[config.mk]
export PLATFORM = sky130hd
export DESIGN_NAME = l2_flush_walker
export DESIGN_NICKNAME = d
export VERILOG_FILES = /design/src/rtl/l2_flush_walker.sv
export SDC_FILE = /design/constraint.sdc
export NUM_CORES = 1
export LEC_CHECK = 0
export ABC_AREA = 1
export ABC_CLOCK_PERIOD_IN_PS = 1750
export CORE_UTILIZATION = 35
export DETAILED_ROUTE_END_ITERATION = 8
export HOLD_SLACK_MARGIN = 0.05
export PLACE_DENSITY = 0.93
export SYNTH_ARGS = -nofsm -noshare
export SYNTH_HDL_FRONTEND = slang
export SYNTH_SLANG_ARGS = --single-unit
export TNS_END_PERCENT = 100
[constraint.sdc]
create_clock -name clk -period 1.75 [get_ports clk]
set_input_delay 0.35 -clock clk [delete_from_list [all_inputs] [get_ports clk]]
set_output_delay 0.35 -clock clk [all_outputs]
set_load 0.01 [all_outputs]
[src/rtl/l2_flush_walker.sv]
// L2 flush sequencer: walks every set/way, issues writeback/invalidate commands to the
// eviction path and drives the flush/MSHR status-register triggers.
module l2_flush_walker #(
   parameter int SET_BITS     = 8,
   parameter int WAY_BITS     = 3,
   parameter int N_MSHR       = 16,
   parameter int MSHR_BITS_P1 = 5
) (
   input  logic                    clk,
   input  logic                    rst,
   input  logic                    flush_req_valid,
   output logic                    flush_req_ready,
   input  logic                    flush_req_inv,
   input  logic                    ongoing_flush,
   input  logic [SET_BITS:0]       flush_set,
   input  logic [WAY_BITS:0]       flush_way,
   input  logic [MSHR_BITS_P1-1:0] mshr_cnt,
   output logic                    set_ongoing_flush,
   output logic                    clr_ongoing_flush,
   output logic                    clr_flush_set,
   output logic                    incr_flush_set,
   output logic                    clr_flush_way,
   output logic                    incr_flush_way,
   output logic                    lookup_valid,
   output logic [SET_BITS-1:0]     lookup_set,
   output logic [WAY_BITS-1:0]     lookup_way,
   input  logic                    lookup_rsp_valid,
   input  logic                    lookup_line_valid,
   input  logic                    lookup_dirty,
   output logic                    evict_valid,
   input  logic                    evict_ready,
   output logic [SET_BITS-1:0]     evict_set,
   output logic [WAY_BITS-1:0]     evict_way,
   output logic                    evict_wb,
   output logic                    evict_inv,
   output logic                    flush_busy,
   output logic                    flush_done
);

   typedef enum logic [2:0] {IDLE, INIT, LOOKUP, WAIT_RSP, EVICT, NEXT, DRAIN} state_t;

   state_t state;
   logic   inv_q;
   logic   need_wb;
   logic   need_inv;
   logic   evict_hold;
   logic   next_clr_way;
   logic   accept;
   logic   way_last;
   logic   set_last;
   logic   mshr_free;
   logic   rsp_evict;
   logic   evict_fire;
   logic   leave_line;

   assign flush_req_ready = (state == IDLE) && !ongoing_flush;
   assign accept          = rst && flush_req_valid && flush_req_ready;
   assign way_last        = &flush_way[WAY_BITS-1:0];
   assign set_last        = &flush_set[SET_BITS-1:0];
   assign mshr_free       = (mshr_cnt == MSHR_BITS_P1'(N_MSHR));
   assign rsp_evict       = lookup_line_valid && (lookup_dirty || inv_q);

   // Once raised, evict_valid is held even if the MSHR count drops back to zero.
   assign evict_valid = (state == EVICT) && ((mshr_cnt != '0) || evict_hold);
   assign evict_fire  = evict_valid && evict_ready;
   assign leave_line  = ((state == WAIT_RSP) && lookup_rsp_valid && !rsp_evict) || evict_fire;

   assign lookup_set = lookup_valid ? flush_set[SET_BITS-1:0] : '0;
   assign lookup_way = lookup_valid ? flush_way[WAY_BITS-1:0] : '0;
   assign evict_set  = (state == EVICT) ? flush_set[SET_BITS-1:0] : '0;
   assign evict_way  = (state == EVICT) ? flush_way[WAY_BITS-1:0] : '0;
   assign evict_wb   = (state == EVICT) && need_wb;
   assign evict_inv  = (state == EVICT) && need_inv;

   // Accept and drain-complete pulses must land in the same cycle as their qualifying input.
   assign set_ongoing_flush = accept;
   assign clr_flush_set     = accept;
   assign clr_flush_way     = accept || next_clr_way;
   assign flush_done        = (state == DRAIN) && mshr_free;
   assign clr_ongoing_flush = flush_done;
   assign flush_busy        = (state != IDLE);

   always_ff @(posedge clk or negedge rst) begin
      if (!rst) begin
         state          <= IDLE;
         inv_q          <= 1'b0;
         need_wb        <= 1'b0;
         need_inv       <= 1'b0;
         evict_hold     <= 1'b0;
         lookup_valid   <= 1'b0;
         next_clr_way   <= 1'b0;
         incr_flush_way <= 1'b0;
         incr_flush_set <= 1'b0;
      end else begin
         lookup_valid   <= 1'b0;
         // Counter stepping is decided on leaving a line, so the pulse is out during NEXT.
         incr_flush_way <= leave_line && !way_last;
         incr_flush_set <= leave_line && way_last;
         next_clr_way   <= leave_line && way_last;
         evict_hold     <= evict_valid && !evict_ready;
         case (state)
            IDLE: begin
               if (accept) begin
                  inv_q <= flush_req_inv;
                  state <= INIT;
               end
            end
            INIT: begin
               state        <= LOOKUP;
               lookup_valid <= 1'b1;
            end
            LOOKUP: state <= WAIT_RSP;
            WAIT_RSP: begin
               if (lookup_rsp_valid) begin
                  need_wb  <= lookup_line_valid && lookup_dirty;
                  need_inv <= lookup_line_valid && inv_q;
                  state    <= rsp_evict ? EVICT : NEXT;
               end
            end
            EVICT: begin
               if (evict_fire) state <= NEXT;
            end
            NEXT: begin
               if (way_last && set_last) begin
                  state <= DRAIN;
               end else begin
                  state        <= LOOKUP;
                  lookup_valid <= 1'b1;
               end
            end
            DRAIN: begin
               if (mshr_free) state <= IDLE;
            end
            default: state <= IDLE;
         endcase
      end
   end

endmodule

==> results of run 1 <==
==> sequential cells by signal, indices dropped and copies added (netlist names) <==
signal          cells
next_clr_way        1
need_inv            1
incr_flush_way      1
inv_q               1
lookup_valid        1
need_wb             1
evict_hold          1
state               3
==> report_power, final <==
part           switching (mW)  total [mW]  internal [mW]
logic                   0.728        1.46          0.733
registers              0.0872       0.404          0.317
clock network          0.0823       0.162         0.0797
==> kinds of logic (layout without fill, tap and decap cells) <==
family,Yosys count,in the layout,synth area share
AO/OA/AOI/OAI,10,10,0.0673
AND/OR/NAND/NOR,77,77,0.402
flip-flops,10,10,0.313
buffers and inverters,44,127,0.218
==> layout make-up <==
type	count	area, µm²
clock buffers	3	22.5
flip-flops and latches	10	251
well taps	27	33.8
inverters	40	153
fillers	115	340
multi-input cells	87	483
repair buffers	84	778
==> worst max-delay path by stage <==
stage / start / to / slack [ns] / cells after the start
2_1_floorplan: state[1] / clr_flush_way / 0.25 / 4
3_3_place_gp: rst / clr_flush_set / -0.45 / 5
3_5_place_dp: rst / clr_flush_set / -0.45 / 5
4_1_cts: state[0] / clr_flush_set / -0.09 / 6
5_1_grt: state[1] / evict_way[0] / -0.08 / 6
6_report: state[1] / evict_way[0] / -0.04 / 6
==> synth_stat cells <==
library cell | number | area [µm²]
o21ai_1 | 2 | 10.0
nor2_2 | 2 | 12.5
buf_4 | 2 | 15.0
nand2_1 | 35 | 131
nand3_1 | 8 | 40.0
dfrtp_1 | 10 | 250
nor3_2 | 1 | 10.0
inv_2 | 4 | 15.0
a21oi_1 | 2 | 10.0
o2111ai_1 | 1 | 8.76
clkbuf_1 | 1 | 3.75
or2_2 | 1 | 6.26
o21ai_0 | 5 | 25.0
nand2_2 | 3 | 18.8
nor2_1 | 26 | 97.6
nor3_1 | 1 | 5.00
inv_1 | 36 | 135
buf_2 | 1 | 5.00
==> cells in the final DEF, fill, tap and decap left out, drive strengths merged <==
| master | synthesis | final |
|---|---|---|
| dlymetal6s2s | 0 | 2 |
| a21oi | 2 | 2 |
| clkdlybuf4s50 | 0 | 24 |
| nor2 | 28 | 28 |
| buf | 3 | 44 |
| nor3 | 2 | 2 |
| nand3 | 8 | 8 |
| or2 | 1 | 1 |
| dfrtp | 10 | 10 |
| o21ai | 7 | 7 |
| dlygate4sd2 | 0 | 13 |
| o2111ai | 1 | 1 |
| inv | 40 | 40 |
| clkbuf | 1 | 4 |
| nand2 | 38 | 38 |
==> per-layer routing <==
layer  vias to the layer above  routed length [µm]  global-route usage
li1                        573                   -                   -
met1                       529                1170               0.250
met2                        63                1650               0.453
met3                        11                 226              0.0463
met4                         0                  80               0.114
met5                         -                   0                   0
==> what timing repair did <==
item | CTS | global route
endpoints found under the setup margin | 33 | 20
buffers inserted | 4 | 5
pin swaps | 6 | 7
gates resized for setup | 107 | 34
gates cloned | 0 | 1
==> impl_metrics.env, run 1 <==
export IMPL_result_of_the_run="finished, violations left"
export IMPL_failed_checks="negative setup slack"
export IMPL_port_buffers=59
export IMPL_critical_path_n_buffers_inverters=3
export IMPL_routed_wire_length_per_instance_um=12.5
export IMPL_route_detailed_vias_per_inst=4.69
export IMPL_holdCritPathClass="in -> async"
export IMPL_clock_tree_buffer_depth=2
export IMPL_path_cells="nor2_4 > nand2_2 > buf_6 > clkbuf_16 > nor2_1 > buf_2"
export IMPL_place_detailed_hpwl_mm=2.20
export IMPL_vias_in_the_first_global_route=1037
export IMPL_floorplan_initialDensity=0.388
export IMPL_antenna_found_initial=0
export IMPL_cpPeakStageDelay_ns=0.42
export IMPL_diodes=0
export IMPL_mappedNetlistArea_um2=800
export IMPL_tritoncts_num_sinks=10
export IMPL_final_setup_margin_ns=-0.0355
export IMPL_critical_path_slowest_stage_cell="dfrtp_1"
export IMPL_count_of_different_cell_masters_after_synthesis=18
export IMPL_dp_slack_ns=-0.452
export IMPL_timing_rr_start="state[0]"
export IMPL_cts_tree="done"
export IMPL_destination_of_the_worst_register_to_register_timing_path="state[0]"
export IMPL_power_total_mw=2.03
export IMPL_area_growth_pct=115
export IMPL_crit_path_start_kind="register"
export IMPL_ir_drop_v=0.000803
export IMPL_dieArea_um2=2480
export IMPL_syn_mean_instance_area_um2=5.67
export IMPL_total_of_max_cap_violations=0
export IMPL_unrepaired_setup_endpoints_after_global_routing="yes"
export IMPL_synthesis_instances=141
export IMPL_path_class="reg -> out"
export IMPL_reg2reg_depth=10
export IMPL_post_layout_net_count=253
export IMPL_timing_final_max_slew_violations=0
export IMPL_drive_gt1_frac=0.335
export IMPL_cts_root_buffer="clkbuf_4"
export IMPL_worst_slew_margin_rel=0.875
export IMPL_die_outline_width_um=49.8
export IMPL_detail_route_antenna_nets=0
export IMPL_finClkSkew_ns=0.00223
export IMPL_route_final_wire_length_mm=3.13
export IMPL_grt_start_max_net_pins=13
export IMPL_power_static_leakage_nw=1.05
export IMPL_tightestPinTransition_ns=0.187
export IMPL_grt_pass1_wl_mm=4.46
export IMPL_finalCritPeriodShare=1.02
export IMPL_routabilityCongestion=0.845
export IMPL_num_cts_buffers=3
export IMPL_ys_warnings=0
export IMPL_critical_path_peak_fanout=5
export IMPL_cts_hold_repair_buffers=0
export IMPL_top_level_ports=62
export IMPL_postPlaceCellArea_um2=1530
export IMPL_dr_total_vias=1176
export IMPL_dieHeight_um=49.8
export IMPL_hold_vio_cnt_final=0
export IMPL_summed_negative_setup_slack_over_all_endpoints_ns=-0.111
export IMPL_timing_critical_path_arrival_ns=1.44
export IMPL_coreArea_um2=2060
export IMPL_post_placement_cell_count=239
export IMPL_pwr_density_cell_nw_per_um2=1180
export IMPL_mappedNetlistNets=168
export IMPL_drt_pass1_iterations=4
export IMPL_grt_remaining_overflow=0
export IMPL_clk_latency_ns=0.27
export IMPL_num_rows=16
export IMPL_synth_ff_latch_count=10
export IMPL_detail_route_iter0_violations=34
export IMPL_worst_ep_required_time_ns=1.40
export IMPL_postLayoutCellArea_um2=1720
export IMPL_period_minus_slack_ns=1.79
export IMPL_timing_critical_path_max_delay_family="buffers and inverters"
export IMPL_globalRouteTotalUtil=0.240
export IMPL_hold_slack_ns=0.0638
export IMPL_post_layout_nonfiller_instances=251
export IMPL_drc_viols=0
export IMPL_r2r_setup_slk_ns=0.31
export IMPL_clk_pin_slew_ns=0.07
export IMPL_crit_path_end_kind="primary output"
export IMPL_max_clock_freq_mhz=560
export IMPL_cts_htree_levels=1
export IMPL_timing_final_setup_violations=4
export IMPL_final_core_utilization=0.835
export IMPL_sequential_cell_area_fraction_in_the_yosys_report=0.313
Note: power is estimated with default switching activity, not from simulation.
==> run 2: changes to the inputs <==
Settings changed: CORE_ASPECT_RATIO from default to 1.5, REMOVE_ABC_BUFFERS from default to 1.
==> impl_metrics.env, run 2 (same netlist as run 1, synthesis figures left out) <==
export IMPL_reg2reg_depth=9
export IMPL_pwr_share_clk=0.120
export IMPL_summed_negative_setup_slack_over_all_endpoints_ns=-0.0806
export IMPL_period_minus_slack_ns=1.81
export IMPL_cts_htree_levels=1
export IMPL_dr_total_vias=1137
export IMPL_final_core_utilization=0.750
export IMPL_grt_remaining_overflow=0
export IMPL_crit_path_start_kind="register"
export IMPL_finClkSkew_ns=0.00415
export IMPL_detail_route_iter0_violations=21
export IMPL_clock_tree_buffer_depth=2
export IMPL_dp_slack_ns=-0.488
export IMPL_die_outline_width_um=41.0
export IMPL_num_cts_buffers=3
export IMPL_failed_checks="negative setup slack"
export IMPL_detail_route_antenna_nets=0
export IMPL_post_layout_nonfiller_instances=245
export IMPL_dieHeight_um=60.5
export IMPL_internal_power_mw=1.04
export IMPL_cts_root_buffer="clkbuf_4"
export IMPL_post_placement_cell_count=234
export IMPL_postPlaceCellArea_um2=1530
export IMPL_area_growth_pct=97.2
export IMPL_timing_critical_path_max_delay_family="simple AND/OR/NAND/NOR gates"
export IMPL_routabilityCongestion=0.840
export IMPL_coreArea_um2=2100
export IMPL_globalRouteTotalUtil=0.242
export IMPL_hold_slack_ns=0.0575
export IMPL_routed_wire_length_per_instance_um=11.7
export IMPL_route_detailed_vias_per_inst=4.64
export IMPL_post_layout_net_count=251
export IMPL_destination_of_the_worst_register_to_register_timing_path="next_clr_way"
export IMPL_area_sequential_um2=251
export IMPL_tightestPinTransition_ns=0.213
export IMPL_result_of_the_run="finished, violations left"
export IMPL_top_level_ports=62
export IMPL_grt_pass1_wl_mm=4.05
export IMPL_timing_final_setup_violations=2
export IMPL_timing_critical_path_arrival_ns=1.46
export IMPL_path_cells="nor2_2 > nand2_2 > nor3_4 > buf_4 > or2_4 > buf_6"
export IMPL_dieArea_um2=2480
export IMPL_tritoncts_num_sinks=10
export IMPL_max_clock_freq_mhz=553
export IMPL_final_setup_margin_ns=-0.0571
export IMPL_multi_input_comb_area_um2=428
export IMPL_clk_pin_slew_ns=0.07
export IMPL_crit_path_end_kind="primary output"
export IMPL_postLayoutCellArea_um2=1580
export IMPL_drive_gt1_frac=0.318
export IMPL_critical_path_n_buffers_inverters=2
export IMPL_route_final_wire_length_mm=2.87
export IMPL_unrepaired_setup_endpoints_after_global_routing="yes"
export IMPL_final_cell_mix="inv_1, nand2_1, clkdlybuf4s50_1, nor2_1"
export IMPL_holdCritPathClass="in -> async"
export IMPL_antenna_found_initial=0
export IMPL_power_static_leakage_nw=1.03
export IMPL_vias_in_the_first_global_route=1062
export IMPL_cpPeakStageDelay_ns=0.43
export IMPL_p_comb_frac=0.667
export IMPL_diodes=0
export IMPL_power_switching_uw=816
export IMPL_sequential_cell_fraction_of_total_power=0.213
export IMPL_worst_slew_margin_rel=0.856
export IMPL_drc_viols=0
export IMPL_finalCritPeriodShare=1.03
export IMPL_floorplan_initialDensity=0.380
export IMPL_worst_ep_required_time_ns=1.40
export IMPL_layout_filler_cells=166
export IMPL_path_class="reg -> out"
export IMPL_r2r_setup_slk_ns=0.33
export IMPL_largest_register="state"
export IMPL_switching_share=0.439
export IMPL_port_buffers=59
export IMPL_critical_path_slowest_stage_cell="dfrtp_1"
export IMPL_timing_rr_start="state[0]"
export IMPL_ir_drop_v=0.000887
export IMPL_pwr_density_cell_nw_per_um2=1180
export IMPL_clk_latency_ns=0.28
export IMPL_final_common_cell="inv_1"
export IMPL_grt_start_max_net_pins=13
export IMPL_hold_vio_cnt_final=0
export IMPL_place_detailed_hpwl_mm=2.09
export IMPL_cts_tree="done"
export IMPL_largest_reg_flops=3
export IMPL_drt_pass1_iterations=5
export IMPL_num_rows=20
export IMPL_power_total_mw=1.86
export IMPL_timing_final_max_slew_violations=0
export IMPL_critical_path_peak_fanout=2
export IMPL_total_of_max_cap_violations=0
## run 2: power groups by stage
stage	Combinational, mW	Sequential, mW	Clock [mW]
global placement	1.15	0.399	0
detailed placement	1.18	0.404	0
floorplan	0.513	0.401	0
CTS	1.18	0.396	0.221
finish	1.24	0.397	0.222
global route	1.36	0.404	0.237
## run 2: final cells by class
| type | count | area share |
|---|---|---|
| repair buffers | 82 | 0.432 |
| multi-input cells | 87 | 0.271 |
| flip-flops and latches | 10 | 0.160 |
| inverters | 40 | 0.0968 |
| clock buffers | 4 | 0.0230 |
| well taps | 22 | 0.0175 |
## run 2: worst max path at each step
stage / slack [ns] / depth (start not counted) / start / to
after global routing: -0.1 / 6 / state[0] / clr_flush_way
after CTS: -0.15 / 5 / state[0] / clr_flush_set
final: -0.06 / 6 / state[0] / clr_flush_way
after global placement: -0.45 / 5 / rst / set_ongoing_flush
after detailed placement: -0.49 / 5 / rst / set_ongoing_flush
after floorplan: 0.15 / 4 / state[1] / clr_flush_way
## run 2: per-layer routing
layer | track usage | vias to the layer above | wire length, µm
li1 | - | 571 | -
met1 | 0.189 | 501 | 970
met2 | 0.480 | 54 | 1600
met3 | 0.0549 | 11 | 213
met4 | 0.129 | 0 | 89
met5 | 0 | - | 0
## run 2: worst reg2reg max path, cell delays in order (launching register included)
cell and delay [ns]:
dfrtp_1 0.43, nor2_2 0.16, nand2_2 0.12, buf_6 0.15, inv_4 0.04, buf_4 0.09
nand3_1 0.10, o21ai_1 0.13, inv_2 0.05, nor2_1 0.08
## run 2: timing repair
| action | 4_1_cts | 5_1_grt |
|---|---|---|
| pin swaps | 8 | 5 |
| buffers inserted | 7 | 2 |
| endpoints found under the setup margin | 33 | 17 |
| hold buffers | 0 | 0 |
| hold endpoints to repair | 0 | 0 |
| cloned | 1 | 0 |
| gates resized for setup | 108 | 17 |
